===== src/rtl/rng_pkg.sv =====
// Shared constants, FSM state type and range-mask helper for random_reg_source.
package rng_pkg;

    localparam logic [15:0] LFSR_TAPS = 16'hB400;

    typedef enum logic [1:0] {IDLE, DRAW, CHECK} rng_state_t;

    // Smallest all-ones mask covering [0, range); range 1 gives 0, range 256 gives 8'hFF.
    function automatic logic [7:0] rng_mask(input int range);
        int m;
        m = (1 << $clog2(range)) - 1;
        return m[7:0];
    endfunction

endpackage


===== src/rtl/lfsr16.sv =====
// 16-bit Galois LFSR that shifts every cycle; a zero state is reloaded from SEED,
// and i_xor is folded into the shift result so callers can inject entropy.
module lfsr16
    import rng_pkg::*;
#(
    parameter logic [15:0] SEED = 16'hACE1
) (
    input  logic        i_clock,
    input  logic        i_reset,
    input  logic [15:0] i_xor,
    output logic [15:0] o_state
);

    logic [15:0] r_state;
    logic [15:0] w_shift;

    always_comb begin
        w_shift = {1'b0, r_state[15:1]} ^ (r_state[0] ? LFSR_TAPS : 16'h0000);
    end

    always_ff @(posedge i_clock or posedge i_reset) begin
        if (i_reset)
            r_state <= SEED;
        else if (r_state == 16'h0000)
            r_state <= SEED;
        else
            r_state <= w_shift ^ i_xor;
    end

    assign o_state = r_state;

endmodule


===== src/rtl/random_reg_source.sv =====
// Uniform draw in [0, RANGE) by mask-and-reject over a free-running LFSR, refreshed
// periodically or on request. Define RNG_ENTROPY_EN to mix button edges into the LFSR.
module random_reg_source
    import rng_pkg::*;
#(
    parameter int          RANGE     = 9,
    parameter int          PERIOD    = 1_000_000,
    parameter logic [15:0] SEED      = 16'hACE1,
    parameter int          MAX_TRIES = 8
) (
    input  logic       clock,
    input  logic       ctrl_reset,
    input  logic       entropy_in,
    input  logic       refresh_req,
    output logic [7:0] random_data,
    output logic       random_valid,
    output logic       draw_pulse
);

    localparam logic [7:0] MASK   = rng_mask(RANGE);
    localparam logic [8:0] RANGE9 = 9'(RANGE);
    localparam int         PW     = (PERIOD > 1) ? $clog2(PERIOD) : 1;
    localparam int         TW     = $clog2(MAX_TRIES + 1);

    rng_state_t    r_state, w_next;
    logic [PW-1:0] r_cnt;
    logic [TW-1:0] r_tries;
    logic [7:0]    r_cand;
    logic          r_pending;
    logic [15:0]   w_lfsr;
    logic [15:0]   w_xor;
    logic [7:0]    w_lfsr_hi_unused;
    logic          w_tick, w_trig;
    logic          w_start, w_capture, w_accept;
    logic [7:0]    w_accept_val;

`ifdef RNG_ENTROPY_EN
    logic [2:0]  r_ent_sync;
    logic [15:0] r_cyc;

    // Two synchronizer flops, a third holds the previous level for edge detection.
    always_ff @(posedge clock or posedge ctrl_reset) begin
        if (ctrl_reset) begin
            r_ent_sync <= 3'b000;
            r_cyc      <= 16'h0000;
        end else begin
            r_ent_sync <= {r_ent_sync[1:0], entropy_in};
            r_cyc      <= r_cyc + 16'h0001;
        end
    end

    assign w_xor = (r_ent_sync[1] & ~r_ent_sync[2]) ? r_cyc : 16'h0000;
`else
    logic w_entropy_unused;
    assign w_entropy_unused = entropy_in;
    assign w_xor            = 16'h0000;
`endif

    lfsr16 #(.SEED(SEED)) u_lfsr (
        .i_clock (clock),
        .i_reset (ctrl_reset),
        .i_xor   (w_xor),
        .o_state (w_lfsr)
    );

    assign w_lfsr_hi_unused = w_lfsr[15:8];

    // Free-running period counter; draws never restart it.
    assign w_tick = (r_cnt == PW'(PERIOD - 1));
    assign w_trig = w_tick | refresh_req;

    always_ff @(posedge clock or posedge ctrl_reset) begin
        if (ctrl_reset)
            r_cnt <= '0;
        else if (w_tick)
            r_cnt <= '0;
        else
            r_cnt <= r_cnt + 1'b1;
    end

    always_ff @(posedge clock or posedge ctrl_reset) begin
        if (ctrl_reset)
            r_state <= IDLE;
        else
            r_state <= w_next;
    end

    always_comb begin
        w_next       = r_state;
        w_start      = 1'b0;
        w_capture    = 1'b0;
        w_accept     = 1'b0;
        w_accept_val = r_cand;
        case (r_state)
            IDLE: begin
                if (w_trig || r_pending) begin
                    w_next  = DRAW;
                    w_start = 1'b1;
                end
            end
            DRAW: begin
                w_capture = 1'b1;
                w_next    = CHECK;
            end
            CHECK: begin
                if ({1'b0, r_cand} < RANGE9) begin
                    w_accept = 1'b1;
                    w_next   = IDLE;
                end else if (r_tries < TW'(MAX_TRIES)) begin
                    w_next = DRAW;
                end else begin
                    // cand < 2*RANGE here, so the fold-down is always in range.
                    w_accept     = 1'b1;
                    w_accept_val = r_cand - RANGE9[7:0];
                    w_next       = IDLE;
                end
            end
            default: w_next = IDLE;
        endcase
    end

    always_ff @(posedge clock or posedge ctrl_reset) begin
        if (ctrl_reset) begin
            r_tries      <= '0;
            r_cand       <= 8'h00;
            r_pending    <= 1'b0;
            random_data  <= 8'h00;
            random_valid <= 1'b0;
            draw_pulse   <= 1'b0;
        end else begin
            draw_pulse <= w_accept;
            if (w_accept) begin
                random_data  <= w_accept_val;
                random_valid <= 1'b1;
            end
            if (w_start)
                r_tries <= '0;
            else if (w_capture)
                r_tries <= r_tries + 1'b1;
            if (w_capture)
                r_cand <= w_lfsr[7:0] & MASK;
            // Triggers seen while busy collapse into one deferred draw.
            if (r_state == IDLE)
                r_pending <= 1'b0;
            else if (w_trig)
                r_pending <= 1'b1;
        end
    end

endmodule


===== config.mk =====
export PLATFORM = sky130hd
export DESIGN_NAME = random_reg_source
export DESIGN_NICKNAME = d
export VERILOG_FILES = /design/src/rtl/rng_pkg.sv /design/src/rtl/lfsr16.sv /design/src/rtl/random_reg_source.sv
export SDC_FILE = /design/constraint.sdc
export NUM_CORES = 1
export LEC_CHECK = 0
export ABC_AREA = 1
export CORE_MARGIN = 3
export CORE_UTILIZATION = 35
export CTS_CLUSTER_DIAMETER = 120
export DETAILED_ROUTE_END_ITERATION = 10
export SLEW_MARGIN = 20
export SYNTH_ARGS = -nofsm -noshare
export SYNTH_HDL_FRONTEND = slang
export SYNTH_SLANG_ARGS = --single-unit

===== constraint.sdc =====
create_clock -name clock -period 2.2 [get_ports clock]
set_input_delay 0.33 -clock clock [delete_from_list [all_inputs] [get_ports clock]]
set_output_delay 0.33 -clock clock [all_outputs]
set_load 0.03 [all_outputs]

Word-level counts from Yosys, hierarchy flattened --
Index checks and enable logic that the tools add are counted.
Storage, ports and cells: output and inout port bits 10, logic and storage cells 45, input bits 4, bits in registers 57
Cells by class: add/sub/neg operators 3, muxes and demuxes 20, eq/ne operators 4, $lt $le $gt $ge 2, bitwise operators 2, reductions and logical operators 5
Operator list (count):
- 2-to-1 mux 16 bit | 2
- 2-to-1 mux 8 bit | 3
- adder 20 x 1 -> 20 bit, second input constant | 1
- == test 20 bit, second input constant | 1
- 2-to-1 mux 20 bit | 1
- zero test 16 bit | 1
- bitwise XOR 15 x 16 -> 16 bit | 1
- 2-to-1 mux 1 bit | 10
- < comparator 4 bit, second input constant | 2
- 2-to-1 mux 4 bit | 2
- one-hot mux 2 bit (3 select lines) | 1
- subtractor 4 x 4 -> 5 bit, second input constant | 1
- adder 4 x 1 -> 4 bit, second input constant | 1
- nonzero test 2 bit | 2
- == test 2 x 1 -> 1 bit, second input constant | 1
- == test 2 bit, second input constant | 1
- zero test 2 bit | 1
- 2-to-1 mux 2 bit | 1
- != test 2 bit, second input constant | 1
- logical OR 1 bit | 1
- bitwise OR 1 bit | 1

Logic depth before layout (Yosys ltp) --
word-level depth 6, depth in mapped cells 9, mapped depth without buffers 9

Modules after synthesis --
A second synthesis with hierarchy kept.
Unflattened totals: cells, all modules 326, area total of the unflattened synthesis 2777.7 µm²
Modules (own cells, without submodules):
- random_reg_source | area an instance 1968.1 µm², instances 1, sequential area each 950.9 µm², cells each 242
- lfsr16 | area an instance 809.5 µm², instances 1, sequential area each 410.4 µm², cells each 84

Least setup slack after synthesis --
Ideal clock, no wire load.
kind reg-to-reg, start point register r_cnt[0], end point register r_tries[3], slack 829 ps, setup time 120 ps, data arrival time 1250 ps, cell stages (with the launch flop) 9, buffers on the path 0, required time 2080 ps, period minus slack after synthesis 1371 ps, path through dfrtp_1 > ha_1 > nand3_4 > nor2_4 > nand3_4 > nand2_2 > nand2_2 > nand3_1 > nand2_1
On the way: longest elaborated chain between the ends 6, elaborated cells on any way between the ends 7, classes of those cells eq/ne: 1; mux: 3; bitwise: 1; reduce/logical: 2
Ends and longest elaborated chain:
- start: declaration | line random_reg_source.sv:26 | logic [PW-1:0] r_cnt;
- start signal: assignment | line random_reg_source.sv:78 | r_cnt <= r_cnt + 1'b1;
- == test 20 bit * | line random_reg_source.sv:69 | assign w_tick = (r_cnt == PW'(PERIOD - 1));
- bitwise OR 1 bit * | line random_reg_source.sv:70 | assign w_trig = w_tick | refresh_req;
- logical OR 1 bit * | line random_reg_source.sv:96 | if (w_trig || r_pending) begin
- 2-to-1 mux 1 bit * | line random_reg_source.sv:96
- 2-to-1 mux 1 bit * | line random_reg_source.sv:94 | case (r_state)
- 2-to-1 mux 4 bit / nonzero test 2 bit (equally long branches)
- end signal: assignment | line random_reg_source.sv:139 | r_tries <= r_tries + 1'b1;
- end: declaration | line random_reg_source.sv:27 | logic [TW-1:0] r_tries;
Mark *: on every way between the ends. The rest lies on a longest branch, timed or not. A chain may end at the register's enable or synchronous reset.

==> out/qor.csv <==
metric,value,unit
maxSlewHeadroom,0.603,
cp-start-kind,flop,
drcViolationCount,0,
clkSinkCount,54,
synth-edff-count,0,
gr-total-overflow,0,
yosys_register_bits,54,
die_height,91.2,µm
postCtsHoldBufs,0,
synth-main-ff-cell,dfrtp_1,
switchingPower,0.759,mW
vias_per_cell,4.47,
hold_viol,0,
r2r_slack,0.64,ns
grt_max_degree,55,
rows,30,
power_leakage,1.41,nW
place_congestion,0.814,
worstPathMaxFanout,5,
p_int,1.66,mW
start_util,0.368,
synthTopCellsByCount,"60 x nand2_1, 46 x dfrtp_1, 39 x inv_1",
rsz0062_at_grt,no,
max_freq,0.572,GHz
period_share,0.795,
die_w,91.2,µm
arrival,1.42,ns
fin_nets,296,
power_density,847,mW/mm²
dpl.hpwl,2970,µm
required,1.87,ns
critPathCaptureType,primary output,
cp_top_family,buffers and inverters,
synth_area_per_cell,9.05,µm²
path_class,flop to primary output,
finalSetupViolations,0,
postCtsSetupRepairBufs,0,
yosys.cell_count.top_type,nand2_1,
synth_top_area_share,0.453,
n_antenna_cell,0,
ir_drop,0.289,mV
power.share.combinational,0.226,
vias,1724,
synth_top_area_cell,dfrtp_1,
p_sw_frac,0.313,
syn_inst,281,
pin_count,14,
syn_nets,288,
cts_root_buf,clkbuf_8,
ant_nets,0,
yosysWarnings,0,
clk_latency,0.31,ns
r2r_end,r_tries[0],
core,0.00691,mm²
synthTopCellsByArea,"dfrtp_1 45%, nand2_1 8.9%, dfstp_2 8.3%",
rr_worst_depth,4,
cpMaxStageDelayCell,clkdlybuf4s50_1,
area_delta_synth_final,12.5,%
timing.critical_path.buf_inv,1,
crit_path_cell_trace,clkdlybuf4s50_1,
stdcell_count,386,
syn_area,0.00254,mm²
cts.path.max_buffers,2,
drtIter0Drc,87,
utilization,0.414,
detail_route.wl_per_cell,10.8,µm
status,"complete, no violations",
synth_cell_types,32,
antenna_found_initial,0,
grt.total_usage,0.113,
r2r-start,r_state[1],
routed_wirelength,4180,µm
yosysSeqAreaShare,0.535,
async_reset_ff_frac,1.00,
hp-class,input pin to async pin,
clock_skew,0.00452,ns
drv_cap,0,
htree_levels,2,
p_clk_frac,0.287,
slowest_delay,0.69,ns
cts_tree,yes,
drive_gt1_frac,0.155,
grt_pass1_vias,1706,
clkTransAtPathRegs,0.10,ns
tns,0,ns
p_seq_frac,0.487,
post_cts_resized,0,
period_minus_slack,1.75,ns
grt_pass1_wl,7690,µm
max_slew.worst_pin.slew,0.593,ns
portBuffers,12,
dp.cells,378,
drv_slew,0,
cts_buffers,5,
dr.pass1.iters,4,
die_area,0.00832,mm²
## layout by cell type (no fill, tap or decap), types with 2 or more instances in the layout
cell type and n:
nand2_4 2, clkbuf_8 5, o21ai_0 8, ha_1 3, nand3_1 14, xor2_1 9, nor2_1 28, or2_2 2
nor4_1 4, a21oi_1 6, nor3_1 5, dfstp_2 8, clkdlybuf4s50_1 12, inv_1 38, nor2_4 4, nand3_4 2
dfrtp_1 46, nand2_2 5, xnor2_1 3, nand2_1 60, nand4_1 8, nand3_2 3, inv_2 3
## logic make-up after synthesis
kind of cell	after synthesis	synth area share
fa+ha+maj	3	0.0148
flops	54	0.535
xor+xnor	12	0.0413
compound gates	18	0.0409
simple gates	141	0.284
buf+inv	53	0.0837
## power groups by stage
stage	clock [mW]	sequential (mW)	combinational, mW
floorplan	0	1.27	0.328
global placement	0	1.20	0.540
detailed placement	0	1.20	0.551
CTS	0.720	1.18	0.558
global route	0.756	1.20	0.629
finish	0.695	1.18	0.547
## registers in the layout, indices dropped and copies added, names as in the netlist
register        count
random_data         5
u_lfsr.o_state     16
r_tries             4
r_cand              4
r_cnt              20
r_pending           1
r_state             2
draw_pulse          1
random_valid        1
## worst reg2reg max path, cell delays in order, from the launching register on
cell	delay [ns]
dfrtp_1	0.41
nor2_1	0.48
inv_1	0.22
or2_2	0.33
nand2_1	0.07
## per-layer routing
layer / vias up / GRT usage / part of all wire
li1: 887 / - / -
met1: 810 / 0.155 / 0.50
met2: 21 / 0.172 / 0.45
met3: 6 / 0.0257 / 0.028
met4: 0 / 0.0452 / 0.019
met5: - / 0 / 0
## through the flow
| stage | hold slack (ns) | setup slack, ns | power, mW | instance area [µm²] |
|---|---|---|---|---|
| 4_1_cts | 0.377 | 0.419 | 2.46 | 2860 |
| 2_1_floorplan | 0.429 | 0.569 | 1.60 | 2540 |
| 5_1_grt | 0.381 | 0.363 | 2.59 | 2860 |
| 6_report | 0.371 | 0.451 | 2.42 | 2860 |
| 3_5_place_dp | 0.363 | 0.634 | 1.75 | 2740 |
| 3_3_place_gp | 0.356 | 0.656 | 1.74 | 2740 |
## worst max path at each step
stage / to / cells after the start / from / slack, ns
6_report: random_data[7] / 1 / random_data[6] / 0.45
5_1_grt: random_data[7] / 1 / random_data[6] / 0.36
4_1_cts: random_data[7] / 1 / random_data[6] / 0.42
3_5_place_dp: r_tries[0] / 4 / r_state[1] / 0.63
3_3_place_gp: r_tries[0] / 8 / r_cnt[0] / 0.66
2_1_floorplan: draw_pulse / 1 / ctrl_reset / 0.57
## final cells by class
cell class                      instances  area (µm²)
Inverter                               41         154
Clock inverter                          3        47.5
Tap cell                               96         120
Multi-Input combinational cell        174         968
Timing Repair Buffer                   13         140
Clock buffer                            5        68.8
Fill cell                             703        4050
Sequential cell                        54        1360
(Power assumes the default switching activity.)
